### src/rtl/vdic_serial_pkg.sv
// Shared types, status codes and parity helper for the serial multi-operand ALU.
package vdic_serial_pkg;

  typedef enum logic [7:0] {
    CMD_AND = 8'h01,
    CMD_OR  = 8'h02,
    CMD_XOR = 8'h04,
    CMD_ADD = 8'h10
  } operation_t;

  typedef enum logic {
    PT_DATA    = 1'b0,
    PT_CONTROL = 1'b1
  } payload_type_t;

  typedef enum logic [1:0] {
    S_RX   = 2'd0,
    S_CALC = 2'd1,
    S_TX   = 2'd2
  } state_t;

  localparam logic [7:0] ST_OK  = 8'h00;
  localparam logic [7:0] ST_INV = 8'h80;
  localparam logic [7:0] ST_OPS = 8'h40;
  localparam logic [7:0] ST_PAR = 8'h20;

  // Returns the bit that makes the total 1-count even; zero-extension does not change it.
  function automatic logic even_parity(input logic [63:0] data);
    return ^data;
  endfunction

endpackage

### src/rtl/vdic_serial_alu_if.sv
// Serial link between a stimulus/host side (master) and the ALU (slave).
interface vdic_serial_alu_if;
  logic enable_n;
  logic din;
  logic dout;
  logic dout_valid;

  modport master (output enable_n, output din, input dout, input dout_valid);
  modport slave  (input enable_n, input din, output dout, output dout_valid);
endinterface

### src/rtl/serial_word_rx.sv
// Deserialises WORD_W-bit words (MSB first) from din; a gap in enable_n discards a partial word.
module serial_word_rx
  import vdic_serial_pkg::*;
#(
  parameter int PAYLOAD_W = 8
) (
  input  logic                 clk,
  input  logic                 rst,
  input  logic                 sample_en,
  input  logic                 enable_n,
  input  logic                 din,
  output logic                 word_valid,
  output payload_type_t        word_type,
  output logic [PAYLOAD_W-1:0] payload,
  output logic                 parity_err
);

  localparam int WORD_W = PAYLOAD_W + 2;
  localparam int CNT_W  = $clog2(WORD_W + 1);

  logic [WORD_W-1:0] shift_r;
  logic [CNT_W-1:0]  cnt_r;
  logic [WORD_W-1:0] word_s;

  assign word_s = {shift_r[WORD_W-2:0], din};

  // Bit collection, word completion and abort on any idle/blocked cycle.
  always_ff @(posedge clk or posedge rst) begin
    if (rst) begin
      shift_r    <= {WORD_W{1'b0}};
      cnt_r      <= {CNT_W{1'b0}};
      word_valid <= 1'b0;
      word_type  <= PT_DATA;
      payload    <= {PAYLOAD_W{1'b0}};
      parity_err <= 1'b0;
    end else begin
      word_valid <= 1'b0;
      if (sample_en && !enable_n) begin
        if (cnt_r == CNT_W'(WORD_W - 1)) begin
          cnt_r      <= {CNT_W{1'b0}};
          word_valid <= 1'b1;
          word_type  <= payload_type_t'(word_s[WORD_W-1]);
          payload    <= word_s[WORD_W-2:1];
          parity_err <= even_parity(64'(word_s));
        end else begin
          shift_r <= word_s;
          cnt_r   <= cnt_r + CNT_W'(1);
        end
      end else begin
        cnt_r <= {CNT_W{1'b0}};
      end
    end
  end

endmodule

### src/rtl/vdic_serial_alu.sv
// Serial multi-operand ALU: buffers DATA operands, reduces them on a CONTROL word,
// and replies with a STATUS word followed by the result MSB/LSB words.
module vdic_serial_alu
  import vdic_serial_pkg::*;
#(
  parameter int PAYLOAD_W = 8,
  parameter int MAX_OPS   = 4
) (
  input  logic               clk,
  input  logic               rst,
  vdic_serial_alu_if.slave   bus
);

  localparam int WORD_W = PAYLOAD_W + 2;
  localparam int RES_W  = 2 * PAYLOAD_W;
  localparam int TX_W   = 3 * WORD_W;
  localparam int CNT_W  = $clog2(MAX_OPS + 1);
  localparam int TXC_W  = $clog2(TX_W + 1);

  state_t                 state_r, state_s;
  logic [PAYLOAD_W-1:0]   buf_r [MAX_OPS];
  logic [CNT_W-1:0]       count_r;
  logic                   ovf_r, par_r;

  logic                   word_valid_s, parity_err_s, sample_en_s, go_calc_s;
  payload_type_t          word_type_s;
  logic [PAYLOAD_W-1:0]   payload_s;

  logic [RES_W-1:0]       sum_s, raw_s, result_s;
  logic [PAYLOAD_W-1:0]   and_s, or_s, xor_s, status_pad_s;
  logic                   inv_s, ops_s;
  logic [7:0]             status_s;
  logic [TX_W-1:0]        tx_word_s, tx_shift_r;
  logic [TXC_W-1:0]       tx_cnt_r;
  logic                   dout_r, dout_valid_r;

  // The cycle that accepts a CONTROL word already belongs to the computation, so din is not sampled then.
  assign go_calc_s   = word_valid_s && (word_type_s == PT_CONTROL) && !parity_err_s;
  assign sample_en_s = (state_r == S_RX) && !go_calc_s;

  serial_word_rx #(.PAYLOAD_W(PAYLOAD_W)) u_rx (
    .clk        (clk),
    .rst        (rst),
    .sample_en  (sample_en_s),
    .enable_n   (bus.enable_n),
    .din        (bus.din),
    .word_valid (word_valid_s),
    .word_type  (word_type_s),
    .payload    (payload_s),
    .parity_err (parity_err_s)
  );

  // State register.
  always_ff @(posedge clk or posedge rst) begin
    if (rst) begin
      state_r <= S_RX;
    end else begin
      state_r <= state_s;
    end
  end

  // Next-state logic.
  always_comb begin
    state_s = state_r;
    case (state_r)
      S_RX:    state_s = go_calc_s ? S_CALC : S_RX;
      S_CALC:  state_s = S_TX;
      S_TX:    state_s = (tx_cnt_r == TXC_W'(TX_W)) ? S_RX : S_TX;
      default: state_s = S_RX;
    endcase
  end

  // Reduction over the live buffer entries plus command decode and status; the command is still held in payload_s.
  always_comb begin
    sum_s = {RES_W{1'b0}};
    and_s = {PAYLOAD_W{1'b1}};
    or_s  = {PAYLOAD_W{1'b0}};
    xor_s = {PAYLOAD_W{1'b0}};
    for (int i = 0; i < MAX_OPS; i++) begin
      sum_s = sum_s + ((CNT_W'(i) < count_r) ? RES_W'(buf_r[i]) : {RES_W{1'b0}});
      and_s = and_s & ((CNT_W'(i) < count_r) ? buf_r[i] : {PAYLOAD_W{1'b1}});
      or_s  = or_s  | ((CNT_W'(i) < count_r) ? buf_r[i] : {PAYLOAD_W{1'b0}});
      xor_s = xor_s ^ ((CNT_W'(i) < count_r) ? buf_r[i] : {PAYLOAD_W{1'b0}});
    end
    inv_s = (payload_s >> 8) != {PAYLOAD_W{1'b0}};
    raw_s = {RES_W{1'b0}};
    case (payload_s[7:0])
      CMD_ADD: raw_s = sum_s;
      CMD_AND: raw_s = RES_W'(and_s);
      CMD_OR:  raw_s = RES_W'(or_s);
      CMD_XOR: raw_s = RES_W'(xor_s);
      default: inv_s = 1'b1;
    endcase
    ops_s        = (count_r < CNT_W'(2)) || ovf_r;
    status_s     = (inv_s ? ST_INV : ST_OK) | (ops_s ? ST_OPS : ST_OK) | (par_r ? ST_PAR : ST_OK);
    result_s     = (status_s == ST_OK) ? raw_s : {RES_W{1'b0}};
    status_pad_s = PAYLOAD_W'(status_s);
    tx_word_s    = {1'b1, status_pad_s, even_parity(64'({1'b1, status_pad_s})),
                    1'b0, result_s[RES_W-1:PAYLOAD_W], even_parity(64'(result_s[RES_W-1:PAYLOAD_W])),
                    1'b0, result_s[PAYLOAD_W-1:0], even_parity(64'(result_s[PAYLOAD_W-1:0]))};
  end

  // Operand buffer and sticky flags; everything is cleared once a command has been evaluated.
  always_ff @(posedge clk or posedge rst) begin
    if (rst) begin
      for (int i = 0; i < MAX_OPS; i++) buf_r[i] <= {PAYLOAD_W{1'b0}};
      count_r <= {CNT_W{1'b0}};
      ovf_r   <= 1'b0;
      par_r   <= 1'b0;
    end else if (state_r == S_CALC) begin
      count_r <= {CNT_W{1'b0}};
      ovf_r   <= 1'b0;
      par_r   <= 1'b0;
    end else if ((state_r == S_RX) && word_valid_s) begin
      if (parity_err_s) begin
        par_r <= 1'b1;
      end else if (word_type_s == PT_DATA) begin
        if (count_r == CNT_W'(MAX_OPS)) begin
          ovf_r <= 1'b1;
        end else begin
          for (int i = 0; i < MAX_OPS; i++) begin
            if (CNT_W'(i) == count_r) buf_r[i] <= payload_s;
          end
          count_r <= count_r + CNT_W'(1);
        end
      end
    end
  end

  // Response serialiser: first bit leaves in the CALC cycle, then one bit per cycle.
  always_ff @(posedge clk or posedge rst) begin
    if (rst) begin
      tx_shift_r   <= {TX_W{1'b0}};
      tx_cnt_r     <= {TXC_W{1'b0}};
      dout_r       <= 1'b0;
      dout_valid_r <= 1'b0;
    end else begin
      case (state_r)
        S_CALC: begin
          dout_r       <= tx_word_s[TX_W-1];
          tx_shift_r   <= {tx_word_s[TX_W-2:0], 1'b0};
          tx_cnt_r     <= TXC_W'(1);
          dout_valid_r <= 1'b1;
        end
        S_TX: begin
          if (tx_cnt_r == TXC_W'(TX_W)) begin
            dout_r       <= 1'b0;
            dout_valid_r <= 1'b0;
            tx_cnt_r     <= {TXC_W{1'b0}};
          end else begin
            dout_r     <= tx_shift_r[TX_W-1];
            tx_shift_r <= {tx_shift_r[TX_W-2:0], 1'b0};
            tx_cnt_r   <= tx_cnt_r + TXC_W'(1);
          end
        end
        default: begin
          dout_r       <= 1'b0;
          dout_valid_r <= 1'b0;
          tx_cnt_r     <= {TXC_W{1'b0}};
        end
      endcase
    end
  end

  assign bus.dout       = dout_r;
  assign bus.dout_valid = dout_valid_r;

endmodule

### src/flat_wrapper.sv
// flat-port wrapper written by rule: the top's interface ports become plain ports
module vdic_serial_alu_flat import vdic_serial_pkg::*;
#(
  parameter int PAYLOAD_W = 8,
  parameter int MAX_OPS   = 4
)
  (clk, rst, bus_enable_n, bus_din, bus_dout, bus_dout_valid);
  vdic_serial_alu_if bus_i ();
  input  logic clk;
  input  logic rst;
  input wire logic [$bits(bus_i.enable_n)-1:0] bus_enable_n;
  input wire logic [$bits(bus_i.din)-1:0] bus_din;
  output wire logic [$bits(bus_i.dout)-1:0] bus_dout;
  output wire logic [$bits(bus_i.dout_valid)-1:0] bus_dout_valid;
  assign bus_i.enable_n = bus_enable_n;
  assign bus_i.din = bus_din;
  assign bus_dout = bus_i.dout;
  assign bus_dout_valid = bus_i.dout_valid;
  vdic_serial_alu #(.PAYLOAD_W(PAYLOAD_W), .MAX_OPS(MAX_OPS)) u_core (.clk(clk), .rst(rst), .bus(bus_i));
endmodule
### config.mk
export PLATFORM = sky130hd
export DESIGN_NAME = vdic_serial_alu_flat
export DESIGN_NICKNAME = d
export VERILOG_FILES = /design/src/rtl/vdic_serial_pkg.sv /design/src/rtl/vdic_serial_alu_if.sv /design/src/rtl/serial_word_rx.sv /design/src/rtl/vdic_serial_alu.sv /design/src/flat_wrapper.sv
export SDC_FILE = /design/constraint.sdc
export NUM_CORES = 1
export LEC_CHECK = 0
export BUFFER_PORTS_ARGS = -buffer_cell sky130_fd_sc_hd__buf_4
export CELL_PAD_IN_SITES_DETAIL_PLACEMENT = 1
export CELL_PAD_IN_SITES_GLOBAL_PLACEMENT = 1
export CORE_UTILIZATION = 55
export CTS_CLUSTER_DIAMETER = 60
export DETAILED_ROUTE_END_ITERATION = 16
export GPL_ROUTABILITY_DRIVEN = 0
export GPL_TIMING_DRIVEN = 0
export PLACE_DENSITY = 0.82
export SKIP_LAST_GASP = 1
export SLEW_MARGIN = 0
export SYNTH_ARGS = -nofsm -noshare
export SYNTH_HDL_FRONTEND = slang
export SYNTH_HIERARCHICAL = 1
export SYNTH_SLANG_ARGS = --single-unit
### constraint.sdc
create_clock -name clk -period 7.3 [get_ports clk]
set_clock_uncertainty 0.1 [all_clocks]
set_input_delay 1.095 -clock clk [delete_from_list [all_inputs] [get_ports clk]]
set_output_delay 1.095 -clock clk [all_outputs]
set_load 0.02 [all_outputs]
==> out/qor.yml <==
status:
  status: "finished, final reports clean"
hold_path:
  min_path_type: "reg -> reg"
global_route:
  grt_util_all_layers_pct: 28.5
  grt_pass1_vias: 4809
  grt_pass1_wl_um: 24500
  overflow: 0
  grt_max_degree: 76
  antenna_found_initial: 0
worst_setup_path:
  crit_fanout: 10
  crit_path_end_kind: "flop"
  cp_data_arrival_time_ns: 5.45
  path_class: "reg -> reg"
  critical_path.cell_chain: "clkbuf_1, inv_1, nand2_1, clkbuf_1, nand2_1, fa_1, inv_1, fa_1, ha_1, inv_1, fa_1, xor2_1, o22ai_1, a211o_2, xor2_1, xnor2_1, nor2_1, xnor3_1, o21ai_1"
  start_kind: "flop"
  slowest_stage: "fa_1"
  max_stage_delay_ns: 0.57
  required_ns: 7.51
timing:
  worstMarginPinSlew_ns: 0.919
  setup_violations: 0
  hold_viol: 0
  slew_headroom_pct: 38.7
  final_max_slew_viol_count: 0
  rsz0062_at_grt: "no"
  max_freq_mhz: 191
  timing.final.crit_period_ns: 5.24
  worst_slack_ns: 2.06
  layout_worst_path_cycle_share_pct: 71.8
  finalSetupTns_ns: 0
  whs_ns: 0.375
clock_tree:
  htree_levels: 3
  cts_resized: 0
  clkSlewWorstSetupHoldPaths_ns: 0.09
  clock-sinks: 99
  ctsHoldBuffers: 0
  cts.path.max_buffers: 2
  root_buffer: "clkbuf_8"
  post_cts_buffers: 0
  cts_tree: "built"
  tritoncts.num_buffers: 9
  clk-insertion-delay-late_ns: 0.38
synth:
  synth.distinct_cells: 60
  seq_area_frac_synth_pct: 41.9
  syn_nets: 632
  synthesis.area_mm2: 0.00592
  synth-async-reset-ratio_pct: 100
  synthCells: 587
  yosys.area.top_type: "dfrtp_1"
  yosysWarnings: 6
  synth_edf_count: 0
  yosysTopAreaCellShare_pct: 41.9
  synth.avg_cell_area_um2: 10.1
  synth_ff_type: "dfrtp_1"
  ys_ff_latch: 99
  synth_area_leaders: "dfrtp_1 42%, mux2_2 8.4%, nand2_1 5.6%"
layout:
  stdcell_area_mm2: 0.00632
  fill_cells: 1156
  final_cells: 744
  drive_above_1_share_pct: 15.8
  area_growth_pct: 6.74
  diodes: 0
  final_core_util_pct: 60.9
  nets: 648
placed_design:
  pre_cts_slack_ns: 2.06
  dp_cells: 728
  io_buffers: 5
  detailed_place_hpwl_um: 11000
  dpl_cell_area_mm2: 0.00613
routing:
  wire_per_inst_um: 19.2
  vias: 4369
  vias_per_cell: 5.87
  drtPass1Iterations: 4
  drtAntennaViolNets: 0
  drc: 0
  routed_wl_um: 14300
  drtIter0Drc: 265
floorplan:
  die_y_um: 106
  die_width_um: 106
  core.rowCount: 37
  dieArea_mm2: 0.0112
  initial_core_util_pct: 57.1
  core-area_mm2: 0.0104
  ioPinCount: 6
pwr:
  combinationalPowerShare_pct: 10.6
  ir_worst_vdd_mv: 0.242
  clkPwrFrac_pct: 32.5
  finalPower_mw: 1.03
  p_switching_mw: 0.280
  intPower_mw: 0.754
  swShare_pct: 27.1
  total_leakage_power_nw: 3.07
  seqPwrFrac_pct: 56.8
  power.density_mw_per_mm2: 164
flow_run:
  cap_violations: 0
-- worst paths after layout --
kind | cells after the start | slack [ns] | to | start
hold reg to reg | 2 | 0.38 | u_core/tx_shift_r[18] | u_core/tx_shift_r[17]
hold / removal | 2 | 0.38 | u_core/tx_shift_r[18] | u_core/tx_shift_r[17]
min in group asynchronous | 2 | 0.81 | u_core/state_r[0] | rst
max in group asynchronous | 2 | 5.69 | u_core/buf_r[9] | rst
setup / recovery | 19 | 2.06 | u_core/tx_shift_r[1] | u_core/count_r[1]
setup reg to reg | 19 | 2.06 | u_core/tx_shift_r[1] | u_core/count_r[1]
-- registers in the layout, indices dropped and copies added (netlist names) --
signal,count
u_core/u_rx/parity_err,1
u_core/tx_cnt_r,5
u_core/u_rx/payload,8
u_core/u_rx/shift_r,9
u_core/par_r,1
u_core/ovf_r,1
u_core/u_rx/cnt_r,4
u_core/count_r,3
u_core/u_rx/word_valid,1
u_core/u_rx/word_type,1
u_core/bus.dout_valid,1
u_core/buf_r,32
u_core/tx_shift_r,29
u_core/state_r,2
u_core/bus.dout,1
-- critical path: cells and delay by family, from the launching register on --
family          cells  cell delay (ns)
compound gates      3             0.58
xor+xnor            4             0.87
fa+ha+maj           4             1.67
buf+inv             5             1.15
flops               1             0.35
simple gates        3             0.44
-- cell usage in the layout (no fill, tap or decap), types with 3 or more instances in the layout --
master    synthesis  final
a31oi_1           5      5
nor3_1            8      8
o211ai_1          3      3
ha_1             25     25
nor3b_1           3      3
mux2_2           44     44
buf_4             2      7
o22ai_1           7      7
buf_6             3      3
nand2b_1          8      8
dfrtp_1          99     99
inv_1            35     34
fa_1             16     16
nand3_1          25     25
nand2_1          89     89
clkbuf_1         13     14
xnor2_1          21     21
o21bai_1          3      3
xor2_1           10     10
a311oi_1          4      4
nor2b_1           3      3
o21ai_0          33     33
nor2_1           38     38
clkbuf_8          1     10
a21oi_1          20     20
and3_1            3      3
a211oi_1         12     12
and2_1            7      7
mux2_4            7      7
-- power by group through the flow --
stage | Sequential, mW | Combinational, mW | Clock (mW)
3_5_place_dp | 0.599 | 0.111 | 0
2_1_floorplan | 0.591 | 0.0870 | 0
4_1_cts | 0.588 | 0.112 | 0.352
5_1_grt | 0.590 | 0.120 | 0.369
6_report | 0.587 | 0.110 | 0.336
3_3_place_gp | 0.596 | 0.103 | 0
-- cells in the mapped netlist, drive strengths merged, types with 3 or more instances --
master and n:
nor3 8, a21oi 20, a311oi 4, xor2 10, mux2 51, clkbuf 14, fa 16, nor2 40
a211oi 12, and2 7, a31oi 5, buf 6, dfrtp 99, inv 35, o22ai 7, ha 25
and3 4, o21ai 34, nand3 25, nand2 90, o21bai 3, nor3b 3, xnor2 22, nand2b 9
o211ai 3, nor2b 3, a21o 3
-- cell type report --
| type | instances | area, µm² | area share, % |
|---|---|---|---|
| multi-input combinational | 432 | 3190 | 50.5 |
| sequential | 99 | 2480 | 39.2 |
| clock buffer | 10 | 128 | 2.02 |
| inverter | 36 | 138 | 2.18 |
| clock inverter | 6 | 61.3 | 0.970 |
| tap | 136 | 170 | 2.69 |
| buffer | 20 | 116 | 1.84 |
| timing repair buffer | 5 | 37.5 | 0.594 |
-- metal layers --
layer / track usage [%] / wire length, µm / vias to the layer above
met1: 37.5 / 6500 / 2246
met3: 4.76 / 417 / 18
li1: - / - / 2037
met2: 47.8 / 7140 / 68
met4: 9.62 / 223 / 0
met5: 0 / 0 / -
-- cell families after synthesis --
kind of cell,count (synthesis),synth area share [%]
buf+inv,56,4.25
xor+xnor,34,5.62
fa+ha+maj,41,10.7
flops,99,41.9
compound gates,101,10.7
mux,52,10.3
simple gates,204,16.6
Note: power is estimated with default switching activity, not from simulation.
